[src/rtl/atm_pin_entry_if.sv]
// Keypad, card and account-PIN bundle between the ATM front panel and the PIN checker.
// Latency: none, plain wires.
// Backpressure: none; keypad strobes are single-cycle and are never stalled.
interface atm_pin_entry_if #(
    parameter int PIN_DIGITS = 4,
    parameter int DIGIT_W    = 4,
    parameter int MAX_TRIES  = 3
);
    localparam int PIN_W = PIN_DIGITS * DIGIT_W;
    localparam int TRY_W = $clog2(MAX_TRIES + 1);
    localparam int CNT_W = $clog2(PIN_DIGITS + 1);

    // front panel / account side
    logic               cardIn;
    logic               key_valid;
    logic [DIGIT_W-1:0] key_digit;
    logic               key_clear;
    logic               key_enter;
    logic [PIN_W-1:0]   stored_pin;

    // PIN checker status towards the ATM core
    logic               pin_ok;
    logic               pin_fail;
    logic               pin_granted;
    logic               card_retained;
    logic [TRY_W-1:0]   tries_left;
    logic [CNT_W-1:0]   digit_count;
    logic               timeout;

    // Panel side: drives card/keys/PIN, observes the verdict.
    modport master (
        output cardIn, key_valid, key_digit, key_clear, key_enter, stored_pin,
        input  pin_ok, pin_fail, pin_granted, card_retained, tries_left,
               digit_count, timeout
    );

    // PIN checker side.
    modport slave (
        input  cardIn, key_valid, key_digit, key_clear, key_enter, stored_pin,
        output pin_ok, pin_fail, pin_granted, card_retained, tries_left,
               digit_count, timeout
    );
endinterface

[src/rtl/atm_pin_entry.sv]
// PIN entry and verification: collects keypad digits, checks them, counts failures, retains card.
// Latency: key_enter to pin_ok/pin_fail is 2 cycles; all status outputs are registered.
// Backpressure: none; invalid or excess strobes are dropped. Optional macro ATM_PIN_TIMEOUT_EN adds an idle timeout.
module atm_pin_entry #(
    parameter int PIN_DIGITS  = 4,
    parameter int DIGIT_W     = 4,
    parameter int MAX_TRIES   = 3,
    parameter int TIMEOUT_CYC = 1000
) (
    input  logic           clk,
    input  logic           reset,
    atm_pin_entry_if.slave bus
);
    localparam int PIN_W = PIN_DIGITS * DIGIT_W;
    localparam int TRY_W = $clog2(MAX_TRIES + 1);
    localparam int CNT_W = $clog2(PIN_DIGITS + 1);

    localparam logic [2:0] S_IDLE     = 3'd0;
    localparam logic [2:0] S_COLLECT  = 3'd1;
    localparam logic [2:0] S_CHECK    = 3'd2;
    localparam logic [2:0] S_GRANTED  = 3'd3;
    localparam logic [2:0] S_RETAINED = 3'd4;

    localparam logic [CNT_W-1:0]   FULL_CNT  = CNT_W'(PIN_DIGITS);
    localparam logic [TRY_W-1:0]   TRIES_MAX = TRY_W'(MAX_TRIES);
    localparam logic [DIGIT_W-1:0] DIGIT_MAX = DIGIT_W'(9);

    logic [2:0]       state;
    logic [2:0]       state_nxt;
    logic [PIN_W-1:0] entry_buf;
    logic [CNT_W-1:0] digit_cnt;
    logic [TRY_W-1:0] tries;
    logic             pin_ok_q;
    logic             pin_fail_q;
    logic             granted_q;
    logic             retained_q;
    logic             timeout_q;

    logic             in_collect;
    logic             digit_ok;
    logic             do_clear;
    logic             do_digit;
    logic             do_enter;
    logic             pin_match;
    logic             last_try;
    logic             timeout_hit;

    // Keypad decode: a strobe only acts in COLLECT with the card present,
    // and only the highest-priority asserted strobe is considered.
    always_comb begin
        in_collect = (state == S_COLLECT) && bus.cardIn;
        digit_ok   = (digit_cnt != FULL_CNT) && (bus.key_digit <= DIGIT_MAX);
        do_clear   = in_collect && bus.key_clear;
        do_digit   = in_collect && !bus.key_clear && bus.key_valid && digit_ok;
        do_enter   = in_collect && !bus.key_clear && !bus.key_valid && bus.key_enter;
        pin_match  = (digit_cnt == FULL_CNT) && (entry_buf == bus.stored_pin);
        last_try   = (tries <= TRY_W'(1));
    end

`ifdef ATM_PIN_TIMEOUT_EN
    localparam int IDLE_W = (TIMEOUT_CYC > 1) ? $clog2(TIMEOUT_CYC) : 1;

    logic [IDLE_W-1:0] idle_cnt;
    logic              strobe_accepted;

    // A rejected digit (overflow or non-BCD) does not count as activity.
    assign strobe_accepted = do_clear || do_digit || do_enter;
    assign timeout_hit     = in_collect && !strobe_accepted &&
                             (idle_cnt == IDLE_W'(TIMEOUT_CYC - 1));

    // Idle cycle counter; parked at zero outside COLLECT so every entry starts fresh.
    always_ff @(posedge clk or posedge reset) begin
        if (reset) begin
            idle_cnt <= '0;
        end else if (!in_collect || strobe_accepted || timeout_hit) begin
            idle_cnt <= '0;
        end else begin
            idle_cnt <= idle_cnt + IDLE_W'(1);
        end
    end
`else
    assign timeout_hit = 1'b0;
`endif

    // Session state transitions; card removal wins over everything but retention.
    always_comb begin
        state_nxt = state;
        case (state)
            S_IDLE: begin
                if (bus.cardIn && !retained_q) begin
                    state_nxt = S_COLLECT;
                end
            end
            S_COLLECT: begin
                if (!bus.cardIn) begin
                    state_nxt = S_IDLE;
                end else if (do_enter) begin
                    state_nxt = S_CHECK;
                end
            end
            S_CHECK: begin
                if (!bus.cardIn) begin
                    state_nxt = S_IDLE;
                end else if (pin_match) begin
                    state_nxt = S_GRANTED;
                end else if (last_try) begin
                    state_nxt = S_RETAINED;
                end else begin
                    state_nxt = S_COLLECT;
                end
            end
            S_GRANTED: begin
                if (!bus.cardIn) begin
                    state_nxt = S_IDLE;
                end
            end
            S_RETAINED: begin
                state_nxt = S_RETAINED;
            end
            default: begin
                state_nxt = S_IDLE;
            end
        endcase
    end

    // State register, entry buffer, attempt counter and registered verdict pulses.
    always_ff @(posedge clk or posedge reset) begin
        if (reset) begin
            state      <= S_IDLE;
            entry_buf  <= '0;
            digit_cnt  <= '0;
            tries      <= TRIES_MAX;
            pin_ok_q   <= 1'b0;
            pin_fail_q <= 1'b0;
            granted_q  <= 1'b0;
            retained_q <= 1'b0;
            timeout_q  <= 1'b0;
        end else begin
            state      <= state_nxt;
            pin_ok_q   <= 1'b0;
            pin_fail_q <= 1'b0;
            timeout_q  <= timeout_hit;
            case (state)
                S_IDLE: begin
                    // A new session always starts with a full set of attempts.
                    if (bus.cardIn && !retained_q) begin
                        entry_buf <= '0;
                        digit_cnt <= '0;
                        tries     <= TRIES_MAX;
                    end
                end
                S_COLLECT: begin
                    if (!bus.cardIn || do_clear || timeout_hit) begin
                        entry_buf <= '0;
                        digit_cnt <= '0;
                    end else if (do_digit) begin
                        // First digit typed ends up in the MSBs after PIN_DIGITS shifts.
                        entry_buf <= {entry_buf[PIN_W-DIGIT_W-1:0], bus.key_digit};
                        digit_cnt <= digit_cnt + CNT_W'(1);
                    end
                end
                S_CHECK: begin
                    if (!bus.cardIn) begin
                        // Aborted session: no verdict, nothing consumed.
                        entry_buf <= '0;
                        digit_cnt <= '0;
                    end else if (pin_match) begin
                        pin_ok_q  <= 1'b1;
                        granted_q <= 1'b1;
                    end else begin
                        pin_fail_q <= 1'b1;
                        entry_buf  <= '0;
                        digit_cnt  <= '0;
                        if (tries != '0) begin
                            tries <= tries - TRY_W'(1);
                        end
                        if (last_try) begin
                            retained_q <= 1'b1;
                        end
                    end
                end
                S_GRANTED: begin
                    // Do not leave the accepted PIN lying in the buffer after the session.
                    if (!bus.cardIn) begin
                        granted_q <= 1'b0;
                        entry_buf <= '0;
                        digit_cnt <= '0;
                    end
                end
                default: begin
                    // RETAINED: frozen until reset.
                end
            endcase
        end
    end

    assign bus.pin_ok        = pin_ok_q;
    assign bus.pin_fail      = pin_fail_q;
    assign bus.pin_granted   = granted_q;
    assign bus.card_retained = retained_q;
    assign bus.tries_left    = tries;
    assign bus.digit_count   = digit_cnt;
    assign bus.timeout       = timeout_q;

endmodule

[src/flat_wrapper.sv]
// flat-port wrapper written by rule: the top's interface ports become plain ports
module atm_pin_entry_flat 
#(
    parameter int PIN_DIGITS  = 4,
    parameter int DIGIT_W     = 4,
    parameter int MAX_TRIES   = 3,
    parameter int TIMEOUT_CYC = 1000
)
  (clk, reset, bus_cardIn, bus_key_valid, bus_key_digit, bus_key_clear, bus_key_enter, bus_stored_pin, bus_pin_ok, bus_pin_fail, bus_pin_granted, bus_card_retained, bus_tries_left, bus_digit_count, bus_timeout);
  atm_pin_entry_if #(.PIN_DIGITS(PIN_DIGITS), .DIGIT_W(DIGIT_W), .MAX_TRIES(MAX_TRIES)) bus_i ();
  input  logic clk;
  input  logic reset;
  input wire logic [$bits(bus_i.cardIn)-1:0] bus_cardIn;
  input wire logic [$bits(bus_i.key_valid)-1:0] bus_key_valid;
  input wire logic [$bits(bus_i.key_digit)-1:0] bus_key_digit;
  input wire logic [$bits(bus_i.key_clear)-1:0] bus_key_clear;
  input wire logic [$bits(bus_i.key_enter)-1:0] bus_key_enter;
  input wire logic [$bits(bus_i.stored_pin)-1:0] bus_stored_pin;
  output wire logic [$bits(bus_i.pin_ok)-1:0] bus_pin_ok;
  output wire logic [$bits(bus_i.pin_fail)-1:0] bus_pin_fail;
  output wire logic [$bits(bus_i.pin_granted)-1:0] bus_pin_granted;
  output wire logic [$bits(bus_i.card_retained)-1:0] bus_card_retained;
  output wire logic [$bits(bus_i.tries_left)-1:0] bus_tries_left;
  output wire logic [$bits(bus_i.digit_count)-1:0] bus_digit_count;
  output wire logic [$bits(bus_i.timeout)-1:0] bus_timeout;
  assign bus_i.cardIn = bus_cardIn;
  assign bus_i.key_valid = bus_key_valid;
  assign bus_i.key_digit = bus_key_digit;
  assign bus_i.key_clear = bus_key_clear;
  assign bus_i.key_enter = bus_key_enter;
  assign bus_i.stored_pin = bus_stored_pin;
  assign bus_pin_ok = bus_i.pin_ok;
  assign bus_pin_fail = bus_i.pin_fail;
  assign bus_pin_granted = bus_i.pin_granted;
  assign bus_card_retained = bus_i.card_retained;
  assign bus_tries_left = bus_i.tries_left;
  assign bus_digit_count = bus_i.digit_count;
  assign bus_timeout = bus_i.timeout;
  atm_pin_entry #(.PIN_DIGITS(PIN_DIGITS), .DIGIT_W(DIGIT_W), .MAX_TRIES(MAX_TRIES), .TIMEOUT_CYC(TIMEOUT_CYC)) u_core (.clk(clk), .reset(reset), .bus(bus_i));
endmodule
[config.mk]
export PLATFORM = sky130hd
export DESIGN_NAME = atm_pin_entry_flat
export DESIGN_NICKNAME = d
export VERILOG_FILES = /design/src/rtl/atm_pin_entry_if.sv /design/src/rtl/atm_pin_entry.sv /design/src/flat_wrapper.sv
export SDC_FILE = /design/constraint.sdc
export NUM_CORES = 1
export LEC_CHECK = 0
export CORE_AREA = 2 2 68 57
export CTS_CLUSTER_DIAMETER = 120
export DETAILED_ROUTE_END_ITERATION = 10
export DIE_AREA = 0 0 70 59
export HOLD_SLACK_MARGIN = 0.15
export PLACE_DENSITY = 0.77
export SLEW_MARGIN = 10
export SYNTH_ARGS = -nofsm -noshare
export SYNTH_HDL_FRONTEND = slang
export SYNTH_SLANG_ARGS = --single-unit
[constraint.sdc]
create_clock -name clk -period 2.5 [get_ports clk]
set_input_delay 0.75 -clock clk [delete_from_list [all_inputs] [get_ports clk]]
set_output_delay 0.75 -clock clk [all_outputs]
set_load 0.02 [all_outputs]
==> metrics.sh <==
OUTCOME='completed'
AREA_OF_THE_MAPPED_NETLIST_UM2=1678
GLOBALROUTETOTALUTIL_PCT=22.73
R2R_CELLS=9
FIN_WORST_SKEW_NS=0.002876
SYN_AVG_CELL_AREA_UM2=9.321
INTERNAL-POWER_mW=0.6772
CP_DATA_REQUIRED_TIME_NS=2.67
SETUP_TOTAL_NEGATIVE_SLACK_NS=0
CRIT_TYPE='in -> reg'
MET1_USAGE_PCT=29.59
POWER.SHARE.SWITCHING_PCT=25.95
DETAIL_ROUTE.VIAS_PER_CELL=5.471
MAX-CAP-VIOLATIONS=0
CLK_ROOT_BUFFER_CELL='sky130_fd_sc_hd__clkbuf_8'
CP_DATA_ARRIVAL_TIME_NS=2.59
FINAL_NETS=261
WORSTHOLDPATHCELLS=1
DIE_WIDTH_UM=70
AREA_GROWTH_SYN_TO_LAYOUT_PCT=36.17
DETAILEDROUTE.FIRSTPASSITERATIONCOUNT=4
CLOCK.FMAX_MHz=413.1
MET2_USAGE_PCT=39.05
DESIGN.PORTCOUNT=36
YOSYS-TOP-CELLS-COUNT='sky130_fd_sc_hd__dfrtp_1, sky130_fd_sc_hd__nand2_1, sky130_fd_sc_hd__inv_1, sky130_fd_sc_hd__mux2i_1, sky130_fd_sc_hd__xnor2_1'
SYNTH-EDFF-COUNT=0
FINAL_SETUP_SLACK_OF_THE_WORST_PATH_NS=0.07950
TOP_USAGE_LAYER='met2'
SLEW_HEADROOM_PCT=61.74
RSZ0062_AT_GRT='no'
HOLD_VIOLATIONS=0
PLACEMENT.IO_BUFFERS=34
PLACE.DETAILED.INSTANCES=268
WL_PER_CELL_UM=15.92
TIMING.HOLD.WS_NS=0.5395
SEQ_POWER_SHARE_PCT=51.6
SYNTH-SEQ-AREA-SHARE_PCT=41.91
MET3_USAGE_PCT=5.612
FIN_AREA_UM2=2285
NUM_ANTENNA_CELLS=0
WIRE_LENGTH_OF_THE_FIRST_GLOBAL_ROUTING_PASS_UM=7320
DESIGN.CORE.AREA_UM2=3376
FINALSETUPVIOLCOUNT=0
POWER_FRAC_COMB_PCT=20.5
LATEST_CLOCK_ARRIVAL_WITHIN_THE_WORST_SKEW_PAIR_NS=0.28
DRC=0
DRV_SLEW=0
GRT_PASS1_VIAS=1555
GLOBAL_PLACER_S_FINAL_WEIGHTED_CONGESTION=0.8455
END_KIND='flip-flop'
SYNTH_AREA_LEADER_CELL='sky130_fd_sc_hd__dfrtp_1'
LAYOUTNONFILLERINSTCOUNT=272
FP.DIEAREA_UM2=4130
PERIOD_MINUS_SLACK_NS=2.420
IR_DROP_V=0.0003414
SYNTH_FLOP_CELL='sky130_fd_sc_hd__dfrtp_1'
HTREEDEPTH=1
PIN_COUNT_OF_THE_BIGGEST_NET_ENTERING_GLOBAL_ROUTING=17
SYNTH_TOP_CELLS_BY_AREA='sky130_fd_sc_hd__dfrtp_1, sky130_fd_sc_hd__mux2i_1, sky130_fd_sc_hd__xnor2_1'
CLOCK_POWER_SHARE_PCT=27.9
CTS_TREE='built'
GRT_OVERFLOW=0
GRT_ANTENNA_BEFORE_REPAIR=0
HPWLAFTERDP_UM=3460
CTS_NUM_SINKS=28
WORSTMARGINPINSLEW_NS=0.5732
CTS-HOLD-FIX-BUFFERS=0
FINAL.PERIOD_UTILIZATION_PCT=96.82
MAPPEDNETLISTNETS=210
PATH_CLK_SLEW_NS=0.09
UTILIZATION_PCT=67.68
WL_UM=4331
POWER_PER_CELL_AREA_nW_PER_UM2=400.3
YOSYSTOPAREACELLSHARE_PCT=38.78
HP-CLASS='reg -> reg'
YOSYS_REGISTER_BITS=28
PLACE_WS_NS=-0.4605
LEAKAGE_nW=1.077
TIMING.CRITICAL_PATH.FROM_TYPE='input pin'
VIAS=1488
SYNTHARSTFLOPSHARE_PCT=100.0
TRITONCTS.NUM_BUFFERS=3
SYNTHESIS.INSTANCES=180
SYNTH_CELL_TYPE_COUNT=37
RATIO_OF_CELLS_WITH_DRIVE_ABOVE_1_IN_THE_FINAL_LAYOUT_PCT=15.22
SYNTH_WARNINGS=0
FLOORPLAN.ROWS=19
P_SW_mW=0.2373
INITIAL_CORE_UTIL_PCT=49.70
FIN_TOTAL_PWR_mW=0.9145
SYNTH_MOST_COMMON_CELL='sky130_fd_sc_hd__dfrtp_1'
ANTENNA_LEFT=0
CHIPHEIGHT_UM=59
POSTPLACECELLAREA_UM2=2206
CTSLONGESTPATHBUFFERS=2
DRTITER0DRC=108
CRITPATHMAXFANOUT=8
-- final cells by class --
cell class / count / area [um^2]
repair buffers: 54 / 515.5
fillers: 274 / 1091
flip-flops and latches: 28 / 703.2
well taps: 42 / 52.55
clock buffers: 4 / 45.04
inverters: 23 / 86.33
multi-input cells: 121 / 882.1
-- kinds of logic (layout without fill, tap and decap cells) --
| logic type | Yosys count | in the layout | share of synthesized area [%] |
|---|---|---|---|
| simple gates | 63 | 63 | 19.61 |
| other cells | 1 | 1 | 0.2235 |
| mux | 19 | 19 | 11.48 |
| xor+xnor | 13 | 13 | 6.786 |
| flops | 28 | 28 | 41.91 |
| compound gates | 21 | 21 | 9.173 |
| buf+inv | 31 | 81 | 7.830 |
| fa+ha+maj | 4 | 4 | 2.983 |
-- layout by cell type, fill, tap and decap left out, types with 4 or more instances in the layout --
cell,count
sky130_fd_sc_hd__clkdlybuf4s50_1,32
sky130_fd_sc_hd__dfrtp_1,26
sky130_fd_sc_hd__nand2_1,25
sky130_fd_sc_hd__inv_1,23
sky130_fd_sc_hd__buf_4,17
sky130_fd_sc_hd__mux2i_1,16
sky130_fd_sc_hd__xnor2_1,13
sky130_fd_sc_hd__nor2_1,8
sky130_fd_sc_hd__nand3_1,6
sky130_fd_sc_hd__and3_1,4
sky130_fd_sc_hd__o21ai_0,4
sky130_fd_sc_hd__a21oi_1,4
sky130_fd_sc_hd__ha_1,4
-- final timing paths --
check	from	end	slack, ns
max	bus_stored_pin[9]	u_core.entry_buf[1]$_DFFE_PP0P_	0.08
min	u_core.bus.pin_granted$_DFFE_PP0P_	u_core.bus.pin_granted$_DFFE_PP0P_	0.54
max reg2reg	u_core.bus.digit_count[0]$_DFFE_PP0P_	u_core.entry_buf[1]$_DFFE_PP0P_	0.28
min reg2reg	u_core.bus.pin_granted$_DFFE_PP0P_	u_core.bus.pin_granted$_DFFE_PP0P_	0.54
max in group asynchronous	reset	u_core.entry_buf[14]$_DFFE_PP0P_	1.19
min in group asynchronous	reset	u_core.bus.pin_ok$_DFF_PP0_	0.82
-- worst max-delay path, stage by stage --
cell	delay, ns
sky130_fd_sc_hd__clkdlybuf4s50_1	0.43
sky130_fd_sc_hd__a2111o_1	0.47
sky130_fd_sc_hd__nor4_2	0.29
sky130_fd_sc_hd__buf_4	0.17
sky130_fd_sc_hd__a311oi_4	0.14
sky130_fd_sc_hd__buf_6	0.19
sky130_fd_sc_hd__mux2i_2	0.15
-- sequential cells by signal, indices dropped and copies added (netlist names) --
signal                    cells
u_core.bus.pin_ok             1
u_core.bus.digit_count        3
u_core.bus.tries_left         2
u_core.state                  3
u_core.entry_buf             16
u_core.bus.pin_granted        1
u_core.bus.pin_fail           1
u_core.bus.card_retained      1
-- timing repair --
| item | CTS | global route |
|---|---|---|
| pin swaps | 3 | 0 |
| setup buffers | 0 | 0 |
| cloned | 0 | 0 |
| gates resized for setup | 4 | 4 |
| endpoints found under the hold margin | 0 | 0 |
| setup endpoints to repair | 12 | 20 |
-- layer usage --
metal,vias to the layer above,part of all wire [%]
met5,-,0
met4,0,1.2
met3,8,6.6
met2,58,48
met1,714,44
li1,708,-
-- power by group through the flow --
stage / registers, mW / clock network, mW / logic, mW
after floorplan: 0.478 / 0 / 0.0883
after global placement: 0.480 / 0 / 0.177
after detailed placement: 0.480 / 0 / 0.183
after CTS: 0.472 / 0.261 / 0.186
after global routing: 0.474 / 0.280 / 0.203
final: 0.472 / 0.255 / 0.188
Power figures use the tool's default switching activity.
